`src/rtl/leading_bits_stream.sv`:
```
// Counts leading BIT-valued bits of a multi-beat message and reports count, all-match and saturation.
// Result valid 1 cycle after the last-beat handshake; in_ready drops while an unconsumed result is held.
module leading_bits_stream #(
  parameter int   WIDTH       = 12,
  parameter logic BIT         = 1'b1,
  parameter int   COUNT_WIDTH = 16
) (
  input  logic                   clk,
  input  logic                   resetn,
  input  logic                   in_valid,
  output logic                   in_ready,
  input  logic [0:WIDTH-1]       in_data,
  input  logic                   in_last,
  output logic                   out_valid,
  input  logic                   out_ready,
  output logic [COUNT_WIDTH-1:0] out_count,
  output logic                   out_all,
  output logic                   out_saturated
);

  localparam int LW = $clog2(WIDTH + 1);
  localparam int SW = ((COUNT_WIDTH > LW) ? COUNT_WIDTH : LW) + 1;
  localparam logic [COUNT_WIDTH-1:0] CNT_MAX = '1;

  typedef enum logic {COUNT, SKIP} state_t;

  typedef struct packed {
    logic [COUNT_WIDTH-1:0] count;
    logic                   all;
    logic                   sat;
  } acc_t;

  localparam acc_t ACC_INIT = '{count: '0, all: 1'b1, sat: 1'b0};

  state_t         state_q, state_d;
  acc_t           acc_q, acc_d, cur;
  acc_t           res_q, res_d;
  logic           out_valid_d;
  logic [LW-1:0]  lead;
  logic           run;
  logic           beat_all;
  logic           accept;
  logic [SW-1:0]  sum;

  assign in_ready      = !out_valid || out_ready;
  assign accept        = in_valid && in_ready;
  assign out_count     = res_q.count;
  assign out_all       = res_q.all;
  assign out_saturated = res_q.sat;

  // Leading-BIT run length of the current beat, scanning from index 0.
  always_comb begin
    lead = '0;
    run  = 1'b1;
    for (int i = 0; i < WIDTH; i++) begin
      if (run && (in_data[i] == BIT)) begin
        lead = lead + LW'(1);
      end else begin
        run = 1'b0;
      end
    end
  end

  assign beat_all = (lead == LW'(WIDTH));
  assign sum      = SW'(acc_q.count) + SW'(lead);

  // Accumulator as it would stand after absorbing this beat; SKIP contributes nothing.
  always_comb begin
    cur = acc_q;
    if (state_q == COUNT) begin
      if (acc_q.sat || (sum > SW'(CNT_MAX))) begin
        cur.count = CNT_MAX;
        cur.sat   = 1'b1;
      end else begin
        cur.count = sum[COUNT_WIDTH-1:0];
      end
      cur.all = acc_q.all && beat_all;
    end
  end

  always_comb begin
    state_d     = state_q;
    acc_d       = acc_q;
    res_d       = res_q;
    out_valid_d = out_valid;
    if (out_ready) begin
      out_valid_d = 1'b0;
    end
    if (accept) begin
      if (in_last) begin
        res_d       = cur;
        out_valid_d = 1'b1;
        acc_d       = ACC_INIT;
        state_d     = COUNT;
      end else begin
        acc_d = cur;
        if ((state_q == COUNT) && !beat_all) begin
          state_d = SKIP;
        end
      end
    end
  end

  always_ff @(posedge clk) begin
    if (!resetn) begin
      state_q   <= COUNT;
      acc_q     <= ACC_INIT;
      res_q     <= '0;
      out_valid <= 1'b0;
    end else begin
      state_q   <= state_d;
      acc_q     <= acc_d;
      res_q     <= res_d;
      out_valid <= out_valid_d;
    end
  end

endmodule

```
`config.mk`:
```
export PLATFORM = sky130hd
export DESIGN_NAME = leading_bits_stream
export DESIGN_NICKNAME = d
export VERILOG_FILES = /design/src/rtl/leading_bits_stream.sv
export SDC_FILE = /design/constraint.sdc
export NUM_CORES = 1
export LEC_CHECK = 0
export ABC_AREA = 1
export BUFFER_PORTS_ARGS = -buffer_cell sky130_fd_sc_hd__buf_2
export CAP_MARGIN = 20
export CORE_ASPECT_RATIO = 1.5
export CORE_MARGIN = 2
export CORE_UTILIZATION = 25
export CTS_CLUSTER_SIZE = 28
export DETAILED_ROUTE_END_ITERATION = 12
export HOLD_SLACK_MARGIN = 0.15
export SLEW_MARGIN = 20
export SYNTH_ARGS = -nofsm -noshare
export SYNTH_HDL_FRONTEND = slang
export SYNTH_SLANG_ARGS = --single-unit
```
`constraint.sdc`:
```
create_clock -name clk -period 5.7 [get_ports clk]
set_input_delay 0.57 -clock clk [delete_from_list [all_inputs] [get_ports clk]]
set_output_delay 0.57 -clock clk [all_outputs]
set_load 0.05 [all_outputs]
```
==> metrics, run 1 <==
vias in the first global route=2692; Clock Sinks=38; Post-DP HPWL=between 4000 and 5000 um; first-pass GRT wire length=11100 um; CP dominant cell by count=nand2_1; Worst Path Max Fanout=4; Netlist cell types=33; reg2reg start=acc_q[2]$_SDFFE_PN0P_; Core ar.=~0.010 mm^2; Max-Cap Viols=0; min Tclk post-route=5400 ps; Pwr Density=about 180 mW/mm^2; required time worst endpoint=slightly below 6000 ps; die span in y=130 um; flop-to-flop setup slack=roughly 3300 ps; share of the synthesized area in the top cell type=0.290; Finished Cell Area=0.00360 mm^2; mean post-synth cell area=around 6.3 um^2; Max Freq=185 MHz; Root Driver=clkbuf_16; final core occ=0.353; Rel. slew slack=0.283; critical path class=primary input to flip-flop; CTS tree=done; vias per inst=about 4.5; post-synthesis async set-or-reset flop share=0; Reg clk slew, reported paths=50 ps; worst-skew pair later-pin latency=280 ps; period utilization=0.948; DR pass1 iterations=4; Remaining Overflow, GRT=0; Critical R2R Capture=acc_q[14]$_SDFFE_PN0P_; status=complete, no violations; routability congestion estimate=around 0.86; Longest Clk Path Bufs=2; drt total wl=about 6700 um; Initial DRC Count=90; Post-synth top flop=dfxtp_1; Synth area leader=dfxtp_1; hold endpoint=out_count[13]$_SDFFE_PN0P_; WL/cell=10.7 um; WHS Path Cells=2; GR Util All Layers=0.118; Area growth, synth to finish=37.1%; final hold violation count=0; Post-synth EDFFs=0; Ports=37; Die Area=about 0.011 mm^2; sequential share of the synthesized area=0.290; H-tree levels=2; initial antenna violation count=0; Buffers on Ports=36; Pins Over Slew Limit=0; most common cell in the netlist=nand2_1; slowest stage cell on the critical path=ha_2; Commonest cells post-synth=133 x nand2_1, 64 x inv_1, 38 x dfxtp_1; Least-Margin Pin Slew=about 1100 ps; worst vdd ir=110 uV; CP Capture Type=flip-flop; layout cell share with drive strength beyond 1=0.305; Ys Warns=0; DRC Markers=0; #FFs+latches synth=38; Critical Path Start Type=primary input; Lkg Pwr=about 0.0018 uW; Crit path arrival time=approximately 5600 ps; Syn Std Cell Area=around 0.0026 mm^2; Reg2Reg Depth=13; HP Class=flip-flop to flip-flop; Top delay family on crit path=simple AND/OR/NAND/NOR gates; Post-Synthesis Cells=414; Rows=45; Synth area leaders=dfxtp_1 29%, nand2_1 19%, inv_1 9.1%; Buf/Inv on CP=8; CTS Buf Count=5; diode count=0; die width=between 80 and 90 um; hold path startpoint=out_count[13]$_SDFFE_PN0P_; Max Clock Skew=roughly 2.9 ps; nets@finish=~520; Final setup viols=0; largest net degree at the start of global routing=20; ANT nets after route=0; Mapped Nets=444; Starting Density=0.258; detailed-route via count=about 2800; Worst path max stage delay=320 ps; Placement Cell Area=between 0.003 and 0.004 mm^2
## layout make-up
cell class,instances,area (um^2)
inverter,71,268
fill,1079,6590
clock buffer,7,133
multi-input combinational,299,1800
sequential,38,761
timing repair buffer,74,465
tap,141,176
## state kept, by name (all words and copies together) (netlist names)
signal / count
acc_q: 18
out_count: 16
out_all: 1
out_saturated: 1
out_valid: 1
state_q: 1
## power by group
group | switching [uW] | leakage, uW | total [uW] | internal, uW
logic | 72.7 | 0.00142 | 115 | 42.5
registers | 3.80 | 0.000307 | 274 | 271
clock network | 97.3 | 0.0000640 | 257 | 160
## worst min-delay path: stages, from the launching register on
cell,delay (ps)
dfxtp_1,300
nand2_1,60
nand2_1,40
## stage by stage
| stage | power (uW) | worst slack [ps] | std cells | setup TNS, ps | hold slack, ps |
|---|---|---|---|---|---|
| after detailed placement | 381 | -349 | 618 | -6600 | 436 |
| after global placement | 380 | -181 | 618 | -1300 | 436 |
| after global routing | 677 | -173 | 630 | -726 | 464 |
| after CTS | 638 | 34.5 | 625 | 0 | 449 |
| final | 647 | 299 | 630 | 0 | 446 |
| after floorplan | 345 | 198 | 414 | 0 | 445 |
## cell usage in the layout (no fill, tap or decap), types with 2 or more instances in the layout
cell	instances
nand4_1	5
inv_1	58
ha_4	7
ha_1	4
dfxtp_1	38
clkinv_1	4
nand2_1	118
nand3_1	22
clkbuf_16	5
nor3_1	5
nor2_4	4
buf_2	36
nand2_4	5
nand2_2	20
a22o_1	5
o21ai_2	2
o21ai_0	21
clkbuf_1	2
buf_4	38
a31oi_1	2
inv_2	8
nor2_2	6
nor2_1	16
a21oi_1	25
nor3_2	2
xor2_1	7
nand3_2	9
## cells by family (layout without fill, tap and decap cells)
| logic type | Yosys count | count (layout) | share of synthesized area |
|---|---|---|---|
| flip-flops | 38 | 38 | 0.290 |
| AO/OA/AOI/OAI | 60 | 60 | 0.125 |
| adder cells (fa/ha/maj) | 13 | 13 | 0.0648 |
| buffers and inverters | 77 | 152 | 0.112 |
| AND/OR/NAND/NOR | 218 | 218 | 0.382 |
| XOR/XNOR | 8 | 8 | 0.0267 |
## timing repair
action,CTS,global route
buffers inserted,0,5
pin swaps,0,21
setup endpoints to repair,7,34
hold endpoints to repair,0,0
hold buffers,0,0
gates resized for setup,2,53
## per-layer routing
layer	global-route usage	wire, um	vias to the layer above
met3	0.0191	182	8
li1	-	-	1460
met5	0	0	-
met1	0.118	2570	1299
met4	0.0425	120	0
met2	0.237	3850	45
## how the worst max path moves through the flow
stage	startpoint	endpoint	slack, ps	cells after the start
4_1_cts	in_data[1]	acc_q[17]$_SDFFE_PN0P_	30	51
3_5_place_dp	in_data[1]	acc_q[17]$_SDFFE_PN0P_	-350	51
6_report	in_data[0]	acc_q[17]$_SDFFE_PN0P_	300	49
5_1_grt	in_data[1]	acc_q[17]$_SDFFE_PN0P_	-170	51
3_3_place_gp	in_data[1]	acc_q[17]$_SDFFE_PN0P_	-180	51
2_1_floorplan	in_data[1]	out_count[14]$_SDFFE_PN0P_	200	42
(Power assumes the default switching activity.)
==> run 2, diff against run 1 <==
Clock period 5.7 ns to 6 ns, I/O delays scaled along.
==> metrics, run 2 (synthesized netlist as in run 1, its figures left out) <==
status=complete, no violations; CTS Buf Count=5 (unchanged); CP Capture Type=flip-flop; HP Class=flip-flop to flip-flop; most frequent cells in the layout=126 x nand2_1, 63 x inv_1, 38 x dfxtp_1; required time worst endpoint=6190 ps (+290 ps); Biggest register=acc_q; Pwr Density=195 mW/mm^2 (+8.5%); Ports=37 (unchanged); Post-Layout Cell Count=603 (-4.3%); die span in y=130 um (unchanged); max reg flops=18 (unchanged); final core occ=0.324 (-0.0298); WL/cell=10.4 um (-2.9%); Multi-input gate area=0.00167 mm^2 (-6.9%); Buffers on Ports=36 (unchanged); detailed-route via count=2657 (-5.5%); Pins Over Slew Limit=0 (unchanged); Rel. slew slack=0.509 (+0.226); Max Clock Skew=4.41 ps (+1.52 ps); die width=87.7 um (unchanged); worst vdd ir=124 uV (+13%); Crit path arrival time=5800 ps (+200 ps); vias in the first global route=2492 (-7.4%); Cells after DPL=593 (-4.0%); Die Area=0.0114 mm^2 (unchanged); first-pass GRT wire length=10500 um (-5.4%); largest net degree at the start of global routing=20 (unchanged); Worst Path Max Fanout=4 (unchanged); Root Driver=clkbuf_16; routability congestion estimate=0.845 (-1.6%); Setup crit start=in_data[1]; Initial DRC Count=125 (+39%); drt total wl=6250 um (-7.1%); vias per inst=4.41 (-1.3%); most common cell after layout, fill and taps aside=nand2_1; Area growth, synth to finish=25.5%; Core ar.=0.0102 mm^2 (unchanged); H-tree levels=2 (unchanged); hold slack=447 ps (+0.834 ps); total power=642 uW (-0.67%); FF+latch area=761 um^2 (unchanged); Lkg Pwr=0.00166 uW (-7.7%); hold buffers post-CTS=0 (unchanged); Reg clk slew, reported paths=60 ps (about the same); layout cell share with drive strength beyond 1=0.210 (-0.0947); nets@finish=491 (-5.4%); worst-skew pair later-pin latency=280 ps (about the same); Remaining Overflow, GRT=0 (unchanged); Reg2Reg Depth=12 (-1); Max Freq=178 MHz; slowest stage cell on the critical path=fa_1; ANT nets after route=0 (unchanged); Least-Margin Pin Slew=735 ps (-337 ps); GR Util All Layers=0.112 (-0.00586); DRC Markers=0 (unchanged); DR pass1 iterations=4 (unchanged); Worst path max stage delay=430 ps (+110 ps); min Tclk post-route=5610 ps; period utilization=0.935; WHS Path Cells=2 (unchanged); Max-Cap Viols=0 (unchanged); Post-DP HPWL=4930 um (-0.62%); Longest Clk Path Bufs=2 (unchanged); Final setup viols=0 (unchanged); reg2reg start=acc_q[3]$_SDFFE_PN0P_; hold path startpoint=out_count[12]$_SDFFE_PN0P_; critical path class=primary input to flip-flop; Starting Density=0.258 (unchanged); fillers=1101 (+2.0%); CTS tree=done; Critical Path Start Type=primary input; diode count=0 (unchanged); Clock Sinks=38 (unchanged); initial antenna violation count=0 (unchanged); Rows=45 (unchanged); final hold violation count=0 (unchanged)
[run 2: layout make-up]
type	count	share of cell area
multi-input combinational	299	0.508
sequential	38	0.231
inverter	71	0.0812
timing repair buffer	46	0.0774
tap	141	0.0535
clock buffer	7	0.0402
clock inverter	1	0.00911
[run 2: what timing repair did]
action	4_1_cts	5_1_grt
setup endpoints to repair	0	34
gates resized for setup	0	23
setup buffers	0	2
[run 2: report_power, final]
group	switching (uW)	leakage, uW	internal, uW
clock network	93.5	0.0000781	196
registers	3.89	0.000307	257
logic	63.2	0.00127	28.4
total	161	0.00166	482
[run 2: path summary, 6_finish.rpt]
check,to,slack [ps]
worst max-delay path,acc_q[10]$_SDFFE_PN0P_,390
worst max register to register,acc_q[10]$_SDFFE_PN0P_,3570
worst min-delay path,out_count[12]$_SDFFE_PN0P_,450
worst min register to register,out_count[12]$_SDFFE_PN0P_,450
[run 2: routing by layer]
metal | GRT usage | part of all wire | routed length (um) | vias to the layer above
met2 | 0.224 | 0.54 | 3380 | 44
met4 | 0.0389 | 0.025 | 155 | 0
met5 | 0 | 0 | 0 | -
met3 | 0.0159 | 0.027 | 166 | 13
li1 | - | - | - | 1413
met1 | 0.116 | 0.41 | 2540 | 1187
[run 2: worst max-delay path: cells and delay by family]
| family | cells | cell delay, ps |
|---|---|---|
| compound gates | 5 | 910 |
| fa+ha+maj | 6 | 1830 |
| simple gates | 20 | 1510 |
| buf+inv | 13 | 960 |
[run 2: metrics by stage]
| stage | worst slack [ps] | TNS (ps) | cell area (um^2) |
|---|---|---|---|
| 2_1_floorplan | 468 | 0 | 2630 |
| 3_3_place_gp | -32.7 | -41.7 | 3020 |
| 3_5_place_dp | -167 | -502 | 3020 |
| 4_1_cts | 103 | 0 | 3180 |
| 5_1_grt | -35.1 | -143 | 3300 |
| 6_report | 392 | 0 | 3300 |
==> run 3, diff against run 2 <==
Settings changed: BUFFER_PORTS_ARGS -buffer_cell sky130_fd_sc_hd__buf_2 to -buffer_cell sky130_fd_sc_hd__buf_4, PLACE_DENSITY_LB_ADDON from default to 0.25, SLEW_MARGIN 20 to default.
==> metrics, run 3 (synthesized netlist as in run 1, its figures left out) <==
status=complete, no violations; required time worst endpoint=6200 ps (about the same); P_sw=172 uW (+7.4%); Crit path arrival time=5690 ps (-110 ps); Area growth, synth to finish=35.4%; Reg2Reg Depth=7 (-5); Core ar.=0.0102 mm^2 (unchanged); Initial DRC Count=128 (+2.4%); Max Freq=182 MHz (+2.2%); Lkg Pwr=0.00177 uW (+6.6%); CP Capture Type=flip-flop; diode count=0 (unchanged); reg2reg start=out_valid$_SDFF_PN0_; FF+latch area=761 um^2 (unchanged); max reg flops=18 (unchanged); Root Driver=clkbuf_16; CTS Buf Count=5 (unchanged); Final setup viols=0 (unchanged); Finished Cell Area=0.00355 mm^2 (+7.8%); Rel. slew slack=0.535 (+0.0261); final core occ=0.349 (+0.0253); WL/cell=10.6 um (+2.6%); vias in the first global route=2515 (+0.92%); Pwr Density=198 mW/mm^2 (+1.7%); Biggest register=acc_q; Clock Sinks=38 (unchanged); drt total wl=6570 um (+5.1%); H-tree levels=2 (unchanged); hold path startpoint=out_count[12]$_SDFFE_PN0P_; min Tclk post-route=5490 ps (-122 ps); Pins Over Slew Limit=0 (unchanged); hold buffers post-CTS=0 (unchanged); worst vdd ir=101 uV (-18%); CP dominant cell by count=nand2_1; Post-DP HPWL=5050 um (+2.5%); Remaining Overflow, GRT=0 (unchanged); Worst path max stage delay=300 ps (-130 ps); Multi-input gate area=0.00170 mm^2 (+1.4%); Placement Cell Area=0.00319 mm^2 (+5.7%); Critical Path Start Type=primary input; Longest Clk Path Bufs=2 (unchanged); Critical R2R Capture=out_count[15]$_SDFFE_PN0P_; Worst Path Max Fanout=4 (unchanged); Ports=37 (unchanged); Comb power frac=0.142 (about the same); most common cell after layout, fill and taps aside=nand2_1; switching part of the total=0.245 (-0.00531); final hold violation count=0 (unchanged); Clock power frac=0.488 (+0.037); first-pass GRT wire length=11000 um (+4.6%); die width=87.7 um (unchanged); critical path class=primary input to flip-flop; worst-skew pair later-pin latency=290 ps (about the same); slowest stage cell on the critical path=ha_1; initial antenna violation count=0 (unchanged); DR pass1 iterations=4 (unchanged); hold endpoint=out_count[12]$_SDFFE_PN0P_; sequential share of power=0.370 (-0.036); ANT nets after route=0 (unchanged); Least-Margin Pin Slew=696 ps (-39.1 ps); nets@finish=506 (+3.1%); Setup crit start=in_data[0]; fillers=1073 (-2.5%); Buffers on Ports=36 (unchanged); largest net degree at the start of global routing=20 (unchanged); layout cell share with drive strength beyond 1=0.254 (+0.0437); Pint=532 uW (+10%); WHS Path Cells=2 (unchanged); GR Util All Layers=0.120 (+0.00733); Die Area=0.0114 mm^2 (unchanged); Reg clk slew, reported paths=60 ps (about the same); flop-to-flop setup slack=3640 ps (+70 ps); Starting Density=0.258 (unchanged); die span in y=130 um (unchanged); period utilization=0.914 (-0.0204); most frequent cells in the layout=123 x nand2_1, 61 x inv_1, 61 x buf_4; Rows=45 (unchanged); Max Clock Skew=7.46 ps (+3.05 ps); vias per inst=4.37 (-0.74%); CTS tree=done; detailed-route via count=2703 (+1.7%); DRC Markers=0 (unchanged); routability congestion estimate=0.758 (-10%); HP Class=flip-flop to flip-flop; Max-Cap Viols=0 (unchanged)
[run 3: worst max-delay path, delay by kind of cell]
family	cells	cell delay, ps
adder cells (fa/ha/maj)	6	1560
buffers and inverters	9	630
XOR/XNOR	1	180
AND/OR/NAND/NOR	30	2310
AO/OA/AOI/OAI	3	380
[run 3: per-layer routing]
| layer | track usage | vias up | share of wire |
|---|---|---|---|
| li1 | - | 1436 | - |
| met1 | 0.125 | 1218 | 0.40 |
| met2 | 0.234 | 41 | 0.55 |
| met3 | 0.0140 | 8 | 0.028 |
| met4 | 0.0498 | 0 | 0.022 |
| met5 | 0 | - | 0 |
[run 3: what timing repair did]
item,CTS,global route
setup buffers,0,6
hold endpoints to repair,0,0
endpoints found under the setup margin,0,34
gates resized for setup,0,35
[run 3: worst max path at each step]
stage | slack (ps) | endpoint
2_1_floorplan | 470 | out_count[14]$_SDFFE_PN0P_
3_3_place_gp | -140 | acc_q[17]$_SDFFE_PN0P_
3_5_place_dp | -220 | acc_q[17]$_SDFFE_PN0P_
4_1_cts | 80 | acc_q[17]$_SDFFE_PN0P_
5_1_grt | -20 | acc_q[17]$_SDFFE_PN0P_
6_report | 510 | acc_q[15]$_SDFFE_PN0P_
[run 3: per-stage QoR]
stage | instances | total power, uW | setup TNS (ps) | setup WS (ps) | hold slack (ps)
final | 618 | 705 | 0 | 514 | 454
after global routing | 618 | 738 | -25.8 | -21.0 | 474
after CTS | 612 | 707 | 0 | 81.3 | 459
after detailed placement | 604 | 362 | -524 | -218 | 449
after global placement | 604 | 361 | -277 | -143 | 442
after floorplan | 414 | 327 | 0 | 468 | 445
[run 3: cell type report]
class                   count  area share
clock inverters             3      0.0194
multi-input cells         299       0.478
well taps                 141      0.0496
inverters                  71      0.0753
repair buffers             61       0.129
flip-flops and latches     38       0.214
clock buffers               5      0.0352
[run 3: power groups by stage]
stage	logic [uW]	clock network, uW	registers [uW]
detailed placement	96.1	0	266
global route	114	363	261
finish	100	344	261
floorplan	53.9	0	274
CTS	96.6	350	261
global placement	95.0	0	266
